File: src/rtl/spi_reg_pkg.sv
// spi_reg_pkg: shared constants and FSM state encoding for the SPI register
// master slice.
//   FRAME_BITS      - bits per SPI frame (8 header + 8 data)
//   HDR_WRITE_BIT   - header bit that carries the write flag
//   CLK_DIV_DEFAULT - default clk cycles per spi_clk half-period
//   ADDR_W_DEFAULT  - default register address width
//   state_t / ST_*  - FSM state encoding
package spi_reg_pkg;

  localparam int FRAME_BITS      = 16;
  localparam int HDR_WRITE_BIT   = 7;
  localparam int CLK_DIV_DEFAULT = 4;
  localparam int ADDR_W_DEFAULT  = 4;

  typedef logic [2:0] state_t;

  localparam state_t ST_IDLE  = 3'd0;
  localparam state_t ST_SETUP = 3'd1;
  localparam state_t ST_SHIFT = 3'd2;
  localparam state_t ST_HOLD  = 3'd3;
  localparam state_t ST_GAP   = 3'd4;

endpackage

File: src/rtl/spi_reg_master_if.sv
// spi_reg_master_if: request/response bus of the SPI register master.
//   req_valid/req_ready - request handshake
//   req_write           - 1 = register write, 0 = register read
//   req_addr            - target register address (ADDR_W bits)
//   req_wdata           - write data
//   rsp_valid           - one-cycle completion pulse
//   rsp_rdata           - read data, valid with rsp_valid
// Modports: master = requester side, slave = spi_reg_master side.
interface spi_reg_master_if
  import spi_reg_pkg::*;
#(
  parameter int ADDR_W = ADDR_W_DEFAULT
) ();

  logic              req_valid;
  logic              req_ready;
  logic              req_write;
  logic [ADDR_W-1:0] req_addr;
  logic [7:0]        req_wdata;
  logic              rsp_valid;
  logic [7:0]        rsp_rdata;

  modport master (
    output req_valid, req_write, req_addr, req_wdata,
    input  req_ready, rsp_valid, rsp_rdata
  );

  modport slave (
    input  req_valid, req_write, req_addr, req_wdata,
    output req_ready, rsp_valid, rsp_rdata
  );

endinterface

File: src/rtl/spi_clk_div.sv
// spi_clk_div: half-period tick generator for the SPI master.
//   clk, rst_n - clock, asynchronous active-low reset
//   restart    - holds the counter at zero so the next phase starts clean
//   tick       - high on the last clk cycle of each CLK_DIV-cycle phase
module spi_clk_div
  import spi_reg_pkg::*;
#(
  parameter int CLK_DIV = CLK_DIV_DEFAULT
) (
  input  logic clk,
  input  logic rst_n,
  input  logic restart,
  output logic tick
);

  logic [7:0] cnt;

  assign tick = (cnt == 8'(CLK_DIV - 1));

  // Counts 0..CLK_DIV-1 and wraps; every FSM phase is exactly one wrap long.
  always_ff @(posedge clk or negedge rst_n) begin
    if (!rst_n) begin
      cnt <= 8'd0;
    end else if (restart || tick) begin
      cnt <= 8'd0;
    end else begin
      cnt <= cnt + 8'd1;
    end
  end

endmodule

File: src/rtl/spi_reg_master.sv
// spi_reg_master: issues 16-bit mode-0 SPI register frames
// ({write, 0.., addr} header then 8 data bits, MSB first).
//   clk, rst_n         - clock, asynchronous active-low reset
//   bus                - request/response interface (slave modport)
//   spi_cs_n/clk/mosi  - registered SPI initiator outputs
//   spi_miso           - target read data
module spi_reg_master
  import spi_reg_pkg::*;
#(
  parameter int CLK_DIV = CLK_DIV_DEFAULT,
  parameter int ADDR_W  = ADDR_W_DEFAULT
) (
  input  logic            clk,
  input  logic            rst_n,
  spi_reg_master_if.slave bus,
  output logic            spi_cs_n,
  output logic            spi_clk,
  output logic            spi_mosi,
  input  logic            spi_miso
);

  state_t                  state;
  logic [FRAME_BITS-2:0]   tx_sr;
  logic [7:0]              rx_sr;
  logic [3:0]              bit_cnt;
  logic                    is_write;
  logic                    ready_q;
  logic                    rsp_valid_q;
  logic [7:0]              rsp_rdata_q;
  logic                    tick;
  logic                    accept;
  logic [ADDR_W-1:0]       addr;
  logic [7:0]              header;

  assign bus.req_ready = ready_q;
  assign bus.rsp_valid = rsp_valid_q;
  assign bus.rsp_rdata = rsp_rdata_q;

  assign accept = bus.req_valid && ready_q;
  assign addr   = bus.req_addr;

  // ADDR_W is at most 7, so zero-extending the address leaves the write
  // flag position free.
  always_comb begin
    header                = 8'(addr);
    header[HDR_WRITE_BIT] = bus.req_write;
  end

  // Divider is parked at zero in IDLE so SETUP starts a full phase after
  // acceptance.
  spi_clk_div #(
    .CLK_DIV (CLK_DIV)
  ) u_div (
    .clk     (clk),
    .rst_n   (rst_n),
    .restart (state == ST_IDLE),
    .tick    (tick)
  );

  // Frame FSM. Outputs are registered together with the state so they
  // change on the same edge as the state they belong to. tx_sr holds the
  // 15 frame bits still to send; mosi already carries the current bit.
  always_ff @(posedge clk or negedge rst_n) begin
    if (!rst_n) begin
      state       <= ST_IDLE;
      tx_sr       <= '0;
      rx_sr       <= 8'h00;
      bit_cnt     <= 4'd0;
      is_write    <= 1'b0;
      ready_q     <= 1'b0;
      rsp_valid_q <= 1'b0;
      rsp_rdata_q <= 8'h00;
      spi_cs_n    <= 1'b1;
      spi_clk     <= 1'b0;
      spi_mosi    <= 1'b0;
    end else begin
      rsp_valid_q <= 1'b0;
      case (state)
        ST_IDLE: begin
          ready_q <= 1'b1;
          if (accept) begin
            ready_q  <= 1'b0;
            state    <= ST_SETUP;
            spi_cs_n <= 1'b0;
            spi_clk  <= 1'b0;
            spi_mosi <= header[7];
            tx_sr    <= {header[6:0], (bus.req_write ? bus.req_wdata : 8'h00)};
            is_write <= bus.req_write;
            bit_cnt  <= 4'd0;
            rx_sr    <= 8'h00;
          end
        end
        ST_SETUP: begin
          if (tick) begin
            state   <= ST_SHIFT;
            spi_clk <= 1'b1;
          end
        end
        ST_SHIFT: begin
          if (tick) begin
            if (spi_clk) begin
              // End of high phase: sample miso for data bits, then fall
              // and present the next bit.
              spi_clk <= 1'b0;
              if (bit_cnt[3]) begin
                rx_sr <= {rx_sr[6:0], spi_miso};
              end
              spi_mosi <= tx_sr[FRAME_BITS-2];
              tx_sr    <= tx_sr << 1;
            end else if (bit_cnt == 4'(FRAME_BITS - 1)) begin
              state    <= ST_HOLD;
              bit_cnt  <= 4'd0;
              spi_mosi <= 1'b0;
            end else begin
              bit_cnt <= bit_cnt + 4'd1;
              spi_clk <= 1'b1;
            end
          end
        end
        ST_HOLD: begin
          if (tick) begin
            state       <= ST_GAP;
            spi_cs_n    <= 1'b1;
            rsp_valid_q <= 1'b1;
            rsp_rdata_q <= is_write ? 8'h00 : rx_sr;
          end
        end
        ST_GAP: begin
          if (tick) begin
            state   <= ST_IDLE;
            ready_q <= 1'b1;
          end
        end
        default: begin
          state <= ST_IDLE;
        end
      endcase
    end
  end

endmodule

File: src/flat_wrapper.sv
// flat-port wrapper written by rule: the top's interface ports become plain ports
module spi_reg_master_flat import spi_reg_pkg::*;
#(
  parameter int CLK_DIV = CLK_DIV_DEFAULT,
  parameter int ADDR_W  = ADDR_W_DEFAULT
)
  (clk, rst_n, spi_cs_n, spi_clk, spi_mosi, spi_miso, bus_req_valid, bus_req_write, bus_req_addr, bus_req_wdata, bus_req_ready, bus_rsp_valid, bus_rsp_rdata);
  spi_reg_master_if #(.ADDR_W(ADDR_W)) bus_i ();
  input  logic clk;
  input  logic rst_n;
  output logic spi_cs_n;
  output logic spi_clk;
  output logic spi_mosi;
  input  logic spi_miso;
  input wire logic [$bits(bus_i.req_valid)-1:0] bus_req_valid;
  input wire logic [$bits(bus_i.req_write)-1:0] bus_req_write;
  input wire logic [$bits(bus_i.req_addr)-1:0] bus_req_addr;
  input wire logic [$bits(bus_i.req_wdata)-1:0] bus_req_wdata;
  output wire logic [$bits(bus_i.req_ready)-1:0] bus_req_ready;
  output wire logic [$bits(bus_i.rsp_valid)-1:0] bus_rsp_valid;
  output wire logic [$bits(bus_i.rsp_rdata)-1:0] bus_rsp_rdata;
  assign bus_i.req_valid = bus_req_valid;
  assign bus_i.req_write = bus_req_write;
  assign bus_i.req_addr = bus_req_addr;
  assign bus_i.req_wdata = bus_req_wdata;
  assign bus_req_ready = bus_i.req_ready;
  assign bus_rsp_valid = bus_i.rsp_valid;
  assign bus_rsp_rdata = bus_i.rsp_rdata;
  spi_reg_master #(.CLK_DIV(CLK_DIV), .ADDR_W(ADDR_W)) u_core (.clk(clk), .rst_n(rst_n), .bus(bus_i), .spi_cs_n(spi_cs_n), .spi_clk(spi_clk), .spi_mosi(spi_mosi), .spi_miso(spi_miso));
endmodule
File: config.mk
export PLATFORM = sky130hd
export DESIGN_NAME = spi_reg_master_flat
export DESIGN_NICKNAME = d
export VERILOG_FILES = /design/src/rtl/spi_reg_pkg.sv /design/src/rtl/spi_reg_master_if.sv /design/src/rtl/spi_clk_div.sv /design/src/rtl/spi_reg_master.sv /design/src/flat_wrapper.sv
export SDC_FILE = /design/constraint.sdc
export NUM_CORES = 1
export LEC_CHECK = 0
export ABC_AREA = 1
export CORE_UTILIZATION = 32
export DETAILED_ROUTE_END_ITERATION = 8
export GPL_TIMING_DRIVEN = 0
export MAX_ROUTING_LAYER = met4
export PLACE_DENSITY_LB_ADDON = 0.12
export SYNTH_ARGS = -nofsm -noshare
export SYNTH_HDL_FRONTEND = slang
export SYNTH_SLANG_ARGS = --single-unit
File: constraint.sdc
create_clock -name clk -period 1.32 [get_ports clk]
set_input_delay 0.132 -clock clk [delete_from_list [all_inputs] [get_ports clk]]
set_output_delay 0.132 -clock clk [all_outputs]
set_load 0.005 [all_outputs]
* Word-level counts from Yosys, hierarchy flattened
Cells that the tools add are included.
** Storage, ports and cells
- Input port bits :: 17
- Word-level logic and storage cells :: 88
- Register bits :: 52
** Cells by class
- Add/subtract/negate cells :: 2
- Reduce and logical (&&, ||, !) cells :: 17
- Multiplexer cells :: 41
- Equality and inequality tests :: 16
** Operators by type and width (number)
- 8-bit two-way mux :: 7
- 15-bit two-way mux :: 3
- 15-bit one-hot mux with 2 select lines :: 1
- 3-bit two-way mux :: 7
- 4-bit two-way mux :: 4
- 8-bit one-hot mux with 2 select lines :: 1
- 4-bit AND reduction :: 4
- 3-bit one-hot mux with 5 select lines :: 1
- 1-bit two-way mux :: 12
- 2-bit inequality test (second input constant) :: 5
- 8-bit by 1-bit adder with 8-bit output (second input constant) :: 1
- 8-bit by 2-bit equality test with 1-bit output (second input constant) :: 1
- 2-bit by 1-bit inequality test with 1-bit output (second input constant) :: 4
- 4-bit one-hot mux with 2 select lines :: 1
- 7-bit AND reduction :: 1
- 3-bit by 2-bit equality test with 1-bit output (second input constant) :: 2
- 1-bit one-hot mux with 2 select lines :: 3
- 2-bit AND reduction :: 3
- 2-bit nonzero test :: 3
- 5-bit AND reduction :: 1
- 4-bit by 1-bit adder with 4-bit output (second input constant) :: 1
- 4-bit equality test (second input constant) :: 1
- 3-bit by 1-bit equality test with 1-bit output (second input constant) :: 1
- 3-bit equality test (second input constant) :: 1
- other kinds (7) :: 7

* Logic depth before layout (Yosys ltp)
Gate-level depths: netlist of run 1.
- Word-level depth :: 5
- Depth in mapped cells :: 10
- Mapped depth without buffers :: 9

* Cells and area by module
Synthesis of run 1 repeated with hierarchy kept, for this count alone.
** Unflattened totals
- Cells, all modules :: 341
- Area total of the unflattened synthesis :: 2647.5 µm²
** Modules (own cells, without submodules)
- spi_reg_master :: cells an instance 282, area an instance 2193.4 µm², sequential area each 1102.3 µm², times used 1
- spi_clk_div :: cells an instance 59, area an instance 454.2 µm², sequential area each 200.2 µm², times used 1

* Least setup slack after synthesis of run 1
Ideal clock, no wire load.
- Path kind :: flip-flop to flip-flop
- Start :: reg u_core.u_div.cnt[0]
- End :: reg u_core.tx_sr[12]
- Setup slack :: -0.062 ns
- Cell stages (with the launch flop) :: 10
- Data arrival time :: 1.266 ns
- Required time :: 1.204 ns
- Period minus slack after synthesis :: 1.382 ns
- Path through :: dfrtp_1 ha_1 nand2_1 inv_1 nand2_2 o21ai_4 nand2_2 buf_6 nand2_1 nand2_1
** Between the ends
- Longest elaborated chain between the ends :: 3
** Ends and longest elaborated chain
- start, declared :: line spi_clk_div.sv:16 : logic [7:0] cnt;
- start signal, assigned :: line spi_clk_div.sv:27 : cnt <= cnt + 8'd1;
- 8-bit by 2-bit equality test with 1-bit output :: line spi_clk_div.sv:18 : assign tick = (cnt == 8'(CLK_DIV - 1));
- 2-bit inequality test (no line)
- 4-bit AND reduction (no line)
- end signal, assigned :: line spi_reg_master.sv:87 : tx_sr <= {header[6:0], (bus.req_write ? bus.req_wdata : 8'h00)};
- end signal, assigned :: line spi_reg_master.sv:109 : tx_sr <= tx_sr << 1;
- end, declared :: line spi_reg_master.sv:23 : logic [FRAME_BITS-2:0] tx_sr;
No other way between the ends.
A chain may end at the register's enable or synchronous reset.

* Final worst setup path of run 1
- Start :: reg u_core.u_div.cnt[0]
- End :: reg u_core.spi_mosi
** Between the ends
- Longest elaborated chain between the ends :: 3
** Ends and longest elaborated chain
- 8-bit by 2-bit equality test with 1-bit output :: line spi_clk_div.sv:18
- 2-bit inequality test (no line)
- 4-bit AND reduction (no line)
- end signal, assigned :: line spi_reg_master.sv:86 : spi_mosi <= header[7];
- end signal, assigned :: line spi_reg_master.sv:108 : spi_mosi <= tx_sr[FRAME_BITS-2];
- end, declared :: line spi_reg_master.sv:18 : output logic spi_mosi,
No other way between the ends.

==> results of run 1 <==
## metrics by stage
step	total power, mW	hold slack (ns)	setup slack, ns	util
floorplan	4.365	-0.1636	-0.06227	-
global placement	5.133	0.4528	-1.671	0.3844
detailed placement	5.175	0.09455	-0.3185	0.3863
CTS	7.740	0.2828	-0.1334	0.4649
global route	8.677	0.3142	-0.2183	0.4945
finish	8.050	0.2744	-0.1267	0.4945
## repair_timing
item	4_1_cts	5_1_grt
pin swaps	27	15
resized for setup	70	43
buffers inserted	27	13
hold buffers	1	0
endpoints found under the hold margin	16	0
endpoints found under the setup margin	54	59
gates cloned	4	0
## worst max-delay path, stage by stage (launching register included)
cell,delay [ns]
dfrtp_1,0.39
ha_2,0.20
nand2_2,0.06
inv_2,0.09
nand2_8,0.08
o21ai_4,0.17
buf_6,0.15
buf_6,0.11
nand3_2,0.06
nand2_1,0.07
## cells in the mapped netlist, drive strengths merged
library cell	number
o211ai	1
nand4	8
nor3b	3
dfrtp	51
nand3b	1
o21bai	1
o21ai	4
dfstp	1
ha	2
xnor2	1
a21oi	4
nor2	28
nand2	159
or2	1
nor3	1
inv	23
clkinv	1
nand3	33
buf	9
## state kept, by name (all words and copies together) (netlist names)
| signal | count |
|---|---|
| u_core.spi_cs_n | 1 |
| u_core.spi_mosi | 1 |
| u_core.rx_sr | 8 |
| u_core.u_div.cnt | 8 |
| u_core.spi_clk | 1 |
| u_core.bit_cnt | 4 |
| u_core.is_write | 1 |
| u_core.tx_sr | 15 |
| u_core.bus.req_ready | 1 |
| u_core.bus.rsp_valid | 1 |
| u_core.state | 3 |
| u_core.bus.rsp_rdata | 8 |
## cells by family (layout without fill, tap and decap cells)
kind of cell,Yosys count,count (layout),synth area share
buffers and inverters,33,114,0.05810
DFF,52,52,0.5083
adders and majority gates,2,2,0.009764
and+or+nand+nor,234,234,0.3945
xor gates and xnor gates,1,1,0.003419
AOI/OAI and AO/OA,10,10,0.02588
## layer usage
layer | global-route usage | part of all wire
met4 | 0.04365 | 0.011
met3 | 0.03099 | 0.025
met5 | - | 0
met2 | 0.2769 | 0.50
met1 | 0.2062 | 0.46
## how the worst min path moves through the flow
stage / from / to / slack (ns) / cells past startpoint
finish: rst_n / u_core.bus.rsp_rdata[7]$_DFFE_PN0P_ / 0.27 / 2
global route: rst_n / u_core.bus.rsp_rdata[7]$_DFFE_PN0P_ / 0.31 / 2
CTS: rst_n / u_core.bus.rsp_rdata[7]$_DFFE_PN0P_ / 0.28 / 2
detailed placement: rst_n / u_core.bus.rsp_rdata[7]$_DFFE_PN0P_ / 0.09 / 1
global placement: u_core.u_div.cnt[0]$_DFF_PN0_ / u_core.u_div.cnt[0]$_DFF_PN0_ / 0.45 / 1
floorplan: rst_n / u_core.bit_cnt[0]$_DFFE_PN0P_ / -0.16 / 0
## report_power, final
| group | switching, mW | internal, mW |
|---|---|---|
| Sequential | 0.360 | 2.05 |
| Clock | 0.557 | 0.621 |
| Combinational | 2.50 | 1.96 |
## cell type report
| type | count | share of cell area |
|---|---|---|
| repair inverters | 1 | 0.001965 |
| well taps | 102 | 0.03340 |
| repair buffers | 73 | 0.1843 |
| plain buffers | 8 | 0.01899 |
| inverters | 24 | 0.02489 |
| flip-flops and latches | 52 | 0.3422 |
| multi-input cells | 247 | 0.3625 |
| clock buffers | 6 | 0.02161 |
| clock inverters | 2 | 0.01015 |
==> flow_summary.json, run 1 <==
{
  "global_route.overflow_total": 0,
  "via_count_of_the_first_global_routing_pass": 2244,
  "violations_in_the_final_reports": "negative setup slack",
  "report.final.setup_viol": 39,
  "design.core.area_um2": 7727,
  "synth_nets": 351,
  "drv.max_cap_violation_count": 0,
  "netlist.area_leader.share": 0.4980,
  "detail_route.drc_violations": 0,
  "maxSlewViolCount": 0,
  "worst_pin_slew_ns": 0.5101,
  "wirelength_um": 6388,
  "synth_top_cells_by_area": "dfrtp_1 50%, nand2_1 22%, nand3_1 6.3%",
  "post-route-period-util": 1.096,
  "die-height_um": 91.49,
  "yosysTopAreaCell": "dfrtp_1",
  "mostFrequentLayoutCells": "125 x nand2_1, 47 x dfrtp_1, 34 x buf_4, 25 x nand2_2, 25 x nand3_1",
  "reg2reg_to": "u_core.spi_mosi$_DFFE_PN0P_",
  "synthDistinctLibCells": 30,
  "grt_start_max_net_pins": 37,
  "finalInstanceArea_um2": 3821,
  "holdCritPathClass": "in -> async",
  "cts-buffers-inserted": 5,
  "tritoncts": "built",
  "antenna_found_initial": 0,
  "die_w_um": 91.49,
  "multi_input_area_um2": 1385,
  "clk_latency_ns": 0.31,
  "final.fill_count": 759,
  "timing.critical_path.required_ns": 1.57,
  "slack_of_the_critical_path_ns": -0.1267,
  "cts-root-to-sink-buffers": 2,
  "timing.max_slew.rel_slack": 0.6599,
  "worst_ep_arrival_time_ns": 1.70,
  "unrepaired_setup_endpoints_after_global_routing": "yes",
  "vias_per_cell": 4.619,
  "number_of_routed_nets_with_antenna_violations": 0,
  "synth_seq_area_share": 0.5083,
  "detail_route.first_pass.iterations": 4,
  "worstSetupPathType": "reg -> reg",
  "grt.total_usage": 0.1660,
  "share_of_final_layout_standard_cells_stronger_than_drive_strength_1": 0.3438,
  "critPathLaunchType": "register",
  "placed_cells_incl_taps": 463,
  "leakagePower_nw": 2.049,
  "rr_worst_depth": 9,
  "finalNonFillerCells": 515,
  "min_period_ns": 1.447,
  "yosysWarningCount": 0,
  "row_count": 32,
  "critPathLaunch": "u_core.u_div.cnt[0]$_DFF_PN0_",
  "post_synth.cell_area_avg_um2": 7.718,
  "finClkSkew_ns": 0.009255,
  "worst-path-max-fanout": 6,
  "io_buffers": 28,
  "final_common_cell": "nand2_1",
  "critical_path.reg2reg.startpoint": "u_core.u_div.cnt[0]$_DFF_PN0_",
  "drt_iter0_markers": 81,
  "design.die.area_um2": 8370,
  "floorplan.initialDensity": 0.3316,
  "timing.final.hold_violations": 0,
  "place.detailed.hpwl_um": 3871,
  "cts_root_buffer": "clkbuf_8",
  "floorplan.io_pins": 30,
  "gp_congestion": 0.7329,
  "power_per_cell_area_nw_per_um2": 2107,
  "placement.cell_area_um2": 2985,
  "timing.setup.tns_ns": -3.289,
  "grt_pass1_wl_um": 10630,
  "fmax_mhz": 691.2,
  "h_tree_lvls": 2,
  "synthesis.area_um2": 2562,
  "netlist_instances": 332,
  "route.detailed.wl_per_inst_um": 12.40,
  "run_status": "finished with violations",
  "path_clk_slew_ns": 0.10,
  "numnets_final": 431,
  "worstSetupEndpointType": "register",
  "reg2reg_setup_slack_ns": -0.13,
  "route.vias.total": 2379,
  "cts_sinks": 52,
  "syn_to_final_growth_pct": 49.12,
  "number_of_antenna_diodes": 0,
  "cp-endpoint": "u_core.spi_mosi$_DFFE_PN0P_",
  "synth_seq_cells": 52,
  "vdd_drop_max_mv": 0.8454,
  "register_area_um2": 1308
}
Note: power is estimated with default switching activity, not from simulation.
==> inputs of run 2 (changes only) <==
--- a/config.mk
+++ b/config.mk
@@ -6,9 +6,10 @@
 export NUM_CORES = 1
 export LEC_CHECK = 0
 export ABC_AREA = 1
+export ABC_CLOCK_PERIOD_IN_PS = 1320
 export CORE_UTILIZATION = 32
 export DETAILED_ROUTE_END_ITERATION = 8
-export GPL_TIMING_DRIVEN = 0
+export GPL_TIMING_DRIVEN = 1
 export MAX_ROUTING_LAYER = met4
 export PLACE_DENSITY_LB_ADDON = 0.12
 export SYNTH_ARGS = -nofsm -noshare
==> run 2 against run 1 <==
Against the previous run:
- the flow still finishes with violations (negative setup slack)
- register-to-register slack about the same
- global-route usage down 1.1 points
- first-iteration DRC count down 1.2%
- largest power group unchanged
- worst hold slack better by 0.043 ns
- power down 5.3%
- utilization down 0.76 points
==> flow_summary.json, run 2 (synthesis results as in run 1) <==
{
  "finish.utilization": 0.4869,
  "timing.hold.ws_ns": 0.3173,
  "slack_of_the_critical_path_ns": -0.1319,
  "cts-buffers-inserted": 5,
  "worst_ep_arrival_time_ns": 1.66,
  "gp_congestion": 0.7572,
  "share_clk_of_total_power": 0.129,
  "largest_register_ffs": 15,
  "number_of_routed_nets_with_antenna_violations": 0,
  "number_of_antenna_diodes": 0,
  "mostFrequentLayoutCells": "125 x nand2_1, 50 x buf_4, 47 x dfrtp_1, 29 x nand2_2, 28 x nand3_1",
  "floorplan.io_pins": 30,
  "vdd_drop_max_mv": 0.7789,
  "finClkSkew_ns": 0.01581,
  "route.detailed.wl_per_inst_um": 11.04,
  "route.vias.total": 2340,
  "sw_frac_of_total": 0.4200,
  "run_status": "finished with violations",
  "design.die.area_um2": 8370,
  "worst-path-max-fanout": 8,
  "grt_start_max_net_pins": 53,
  "wirelength_um": 5806,
  "cts-root-to-sink-buffers": 2,
  "share_of_final_layout_standard_cells_stronger_than_drive_strength_1": 0.3491,
  "cts_sinks": 52,
  "holdCritPathClass": "in -> async",
  "grt_pass1_wl_um": 10030,
  "via_count_of_the_first_global_routing_pass": 2176,
  "design.core.area_um2": 7727,
  "unrepaired_setup_endpoints_after_global_routing": "yes",
  "path_clk_slew_ns": 0.11,
  "worstSetupPathType": "reg -> reg",
  "drv.max_cap_violation_count": 0,
  "antenna_found_initial": 0,
  "placed_cells_incl_taps": 497,
  "die_w_um": 91.49,
  "seq_power_share": 0.315,
  "registers.top_by_ff_count": "u_core.tx_sr",
  "tritoncts": "built",
  "critPathLaunchType": "register",
  "worst_pin_slew_ns": 0.2881,
  "global_route.overflow_total": 0,
  "timing.final.hold_violations": 0,
  "power_switching_mw": 3.203,
  "power_per_cell_area_nw_per_um2": 2027,
  "final_common_cell": "nand2_1",
  "grt.total_usage": 0.1552,
  "finalNonFillerCells": 526,
  "drt_iter0_markers": 80,
  "timing.critical_path.required_ns": 1.53,
  "leakagePower_nw": 2.066,
  "floorplan.initialDensity": 0.3316,
  "report.final.setup_viol": 34,
  "vias_per_cell": 4.449,
  "detail_route.drc_violations": 0,
  "final.fill_count": 785,
  "detail_route.first_pass.iterations": 4,
  "clk_latency_ns": 0.32,
  "cts_root_buffer": "clkbuf_8",
  "min_period_ns": 1.452,
  "internal-power_mw": 4.423,
  "io_buffers": 29,
  "maxSlewViolCount": 0,
  "h_tree_lvls": 2,
  "post-route-period-util": 1.100,
  "die-height_um": 91.49,
  "fmax_mhz": 688.8,
  "syn_to_final_growth_pct": 46.83,
  "numnets_final": 442,
  "worstSetupEndpointType": "register",
  "timing.max_slew.rel_slack": 0.8079,
  "row_count": 32,
  "violations_in_the_final_reports": "negative setup slack",
  "combinationalPowerShare": 0.556,
  "place.detailed.hpwl_um": 3907
}
[run 2: cell types whose count changed in the layout (fill, tap and decap cells not counted), sizes merged]
cell,change
bufinv,-1
clkdlybuf4s50,-1
nand2,+1
inv,+1
dlymetal6s2s,-1
dlygate4sd2,+3
buf,+10
clkbuf,-1
[run 2: cell type report]
class	instances	area, µm²	area share
repair buffers	92	830.8	0.2208
clock inverters	3	27.53	0.007316
multi-input cells	248	1305	0.3469
clock buffers	5	68.82	0.01829
well taps	102	127.6	0.03392
flip-flops and latches	52	1308	0.3475
inverters	24	95.09	0.02527
[run 2: power by group through the flow]
stage | Clock, mW | Sequential [mW] | Combinational [mW]
after floorplan | 0 | 2.32 | 2.05
after global placement | 0 | 2.39 | 3.41
after detailed placement | 0 | 2.39 | 3.43
after CTS | 1.03 | 2.38 | 4.01
after global routing | 1.07 | 2.45 | 4.75
final | 0.984 | 2.40 | 4.24
[run 2: worst max-delay path, cell delays in order, from the launching register on]
cell	delay, ns
dfrtp_2	0.46
nor2_4	0.21
nand2_4	0.12
o21ai_4	0.30
nand2_4	0.14
nand2_1	0.08
nand2_1	0.05
[run 2: final timing paths]
check	from	end	slack, ns	cells past startpoint
max	u_core.state[0]$_DFFE_PN0P_	u_core.tx_sr[10]$_DFFE_PN0P_	-0.13	6
min	rst_n	u_core.bus.rsp_rdata[7]$_DFFE_PN0P_	0.32	3
max reg2reg	u_core.state[0]$_DFFE_PN0P_	u_core.tx_sr[10]$_DFFE_PN0P_	-0.13	6
min reg2reg	u_core.tx_sr[7]$_DFFE_PN0P_	u_core.tx_sr[7]$_DFFE_PN0P_	0.48	2
max in group asynchronous	rst_n	u_core.spi_cs_n$_DFFE_PN1P_	0.70	3
min in group clk	spi_miso	u_core.rx_sr[0]$_DFFE_PN0P_	0.40	3
[run 2: routing by layer]
metal	up-vias	GRT usage	routed length [µm]
met1	1078	0.2020	2882
met5	-	-	0
li1	1227	-	-
met3	6	0.02764	153
met2	29	0.2444	2698
met4	0	0.05159	71
[run 2: what timing repair did]
| item | 4_1_cts | 5_1_grt |
|---|---|---|
| buffers inserted | 15 | 6 |
| cloned | 1 | 0 |
| pin swaps | 13 | 15 |
| endpoints found under the setup margin | 57 | 56 |
| hold buffers | 1 | 0 |
| resized for setup | 43 | 49 |
| hold endpoints to repair | 51 | 0 |
[run 2: metrics by stage]
step	total power [mW]	instance area (µm²)	setup WS (ns)	setup TNS (ns)
finish	7.626	3762	-0.1319	-2.945
global route	8.270	3762	-0.2235	-6.914
CTS	7.420	3597	-0.1186	-2.486
detailed placement	5.827	3264	-0.1719	-5.028
global placement	5.799	3264	-0.1882	-4.538
floorplan	4.365	2562	-0.06227	-1.039
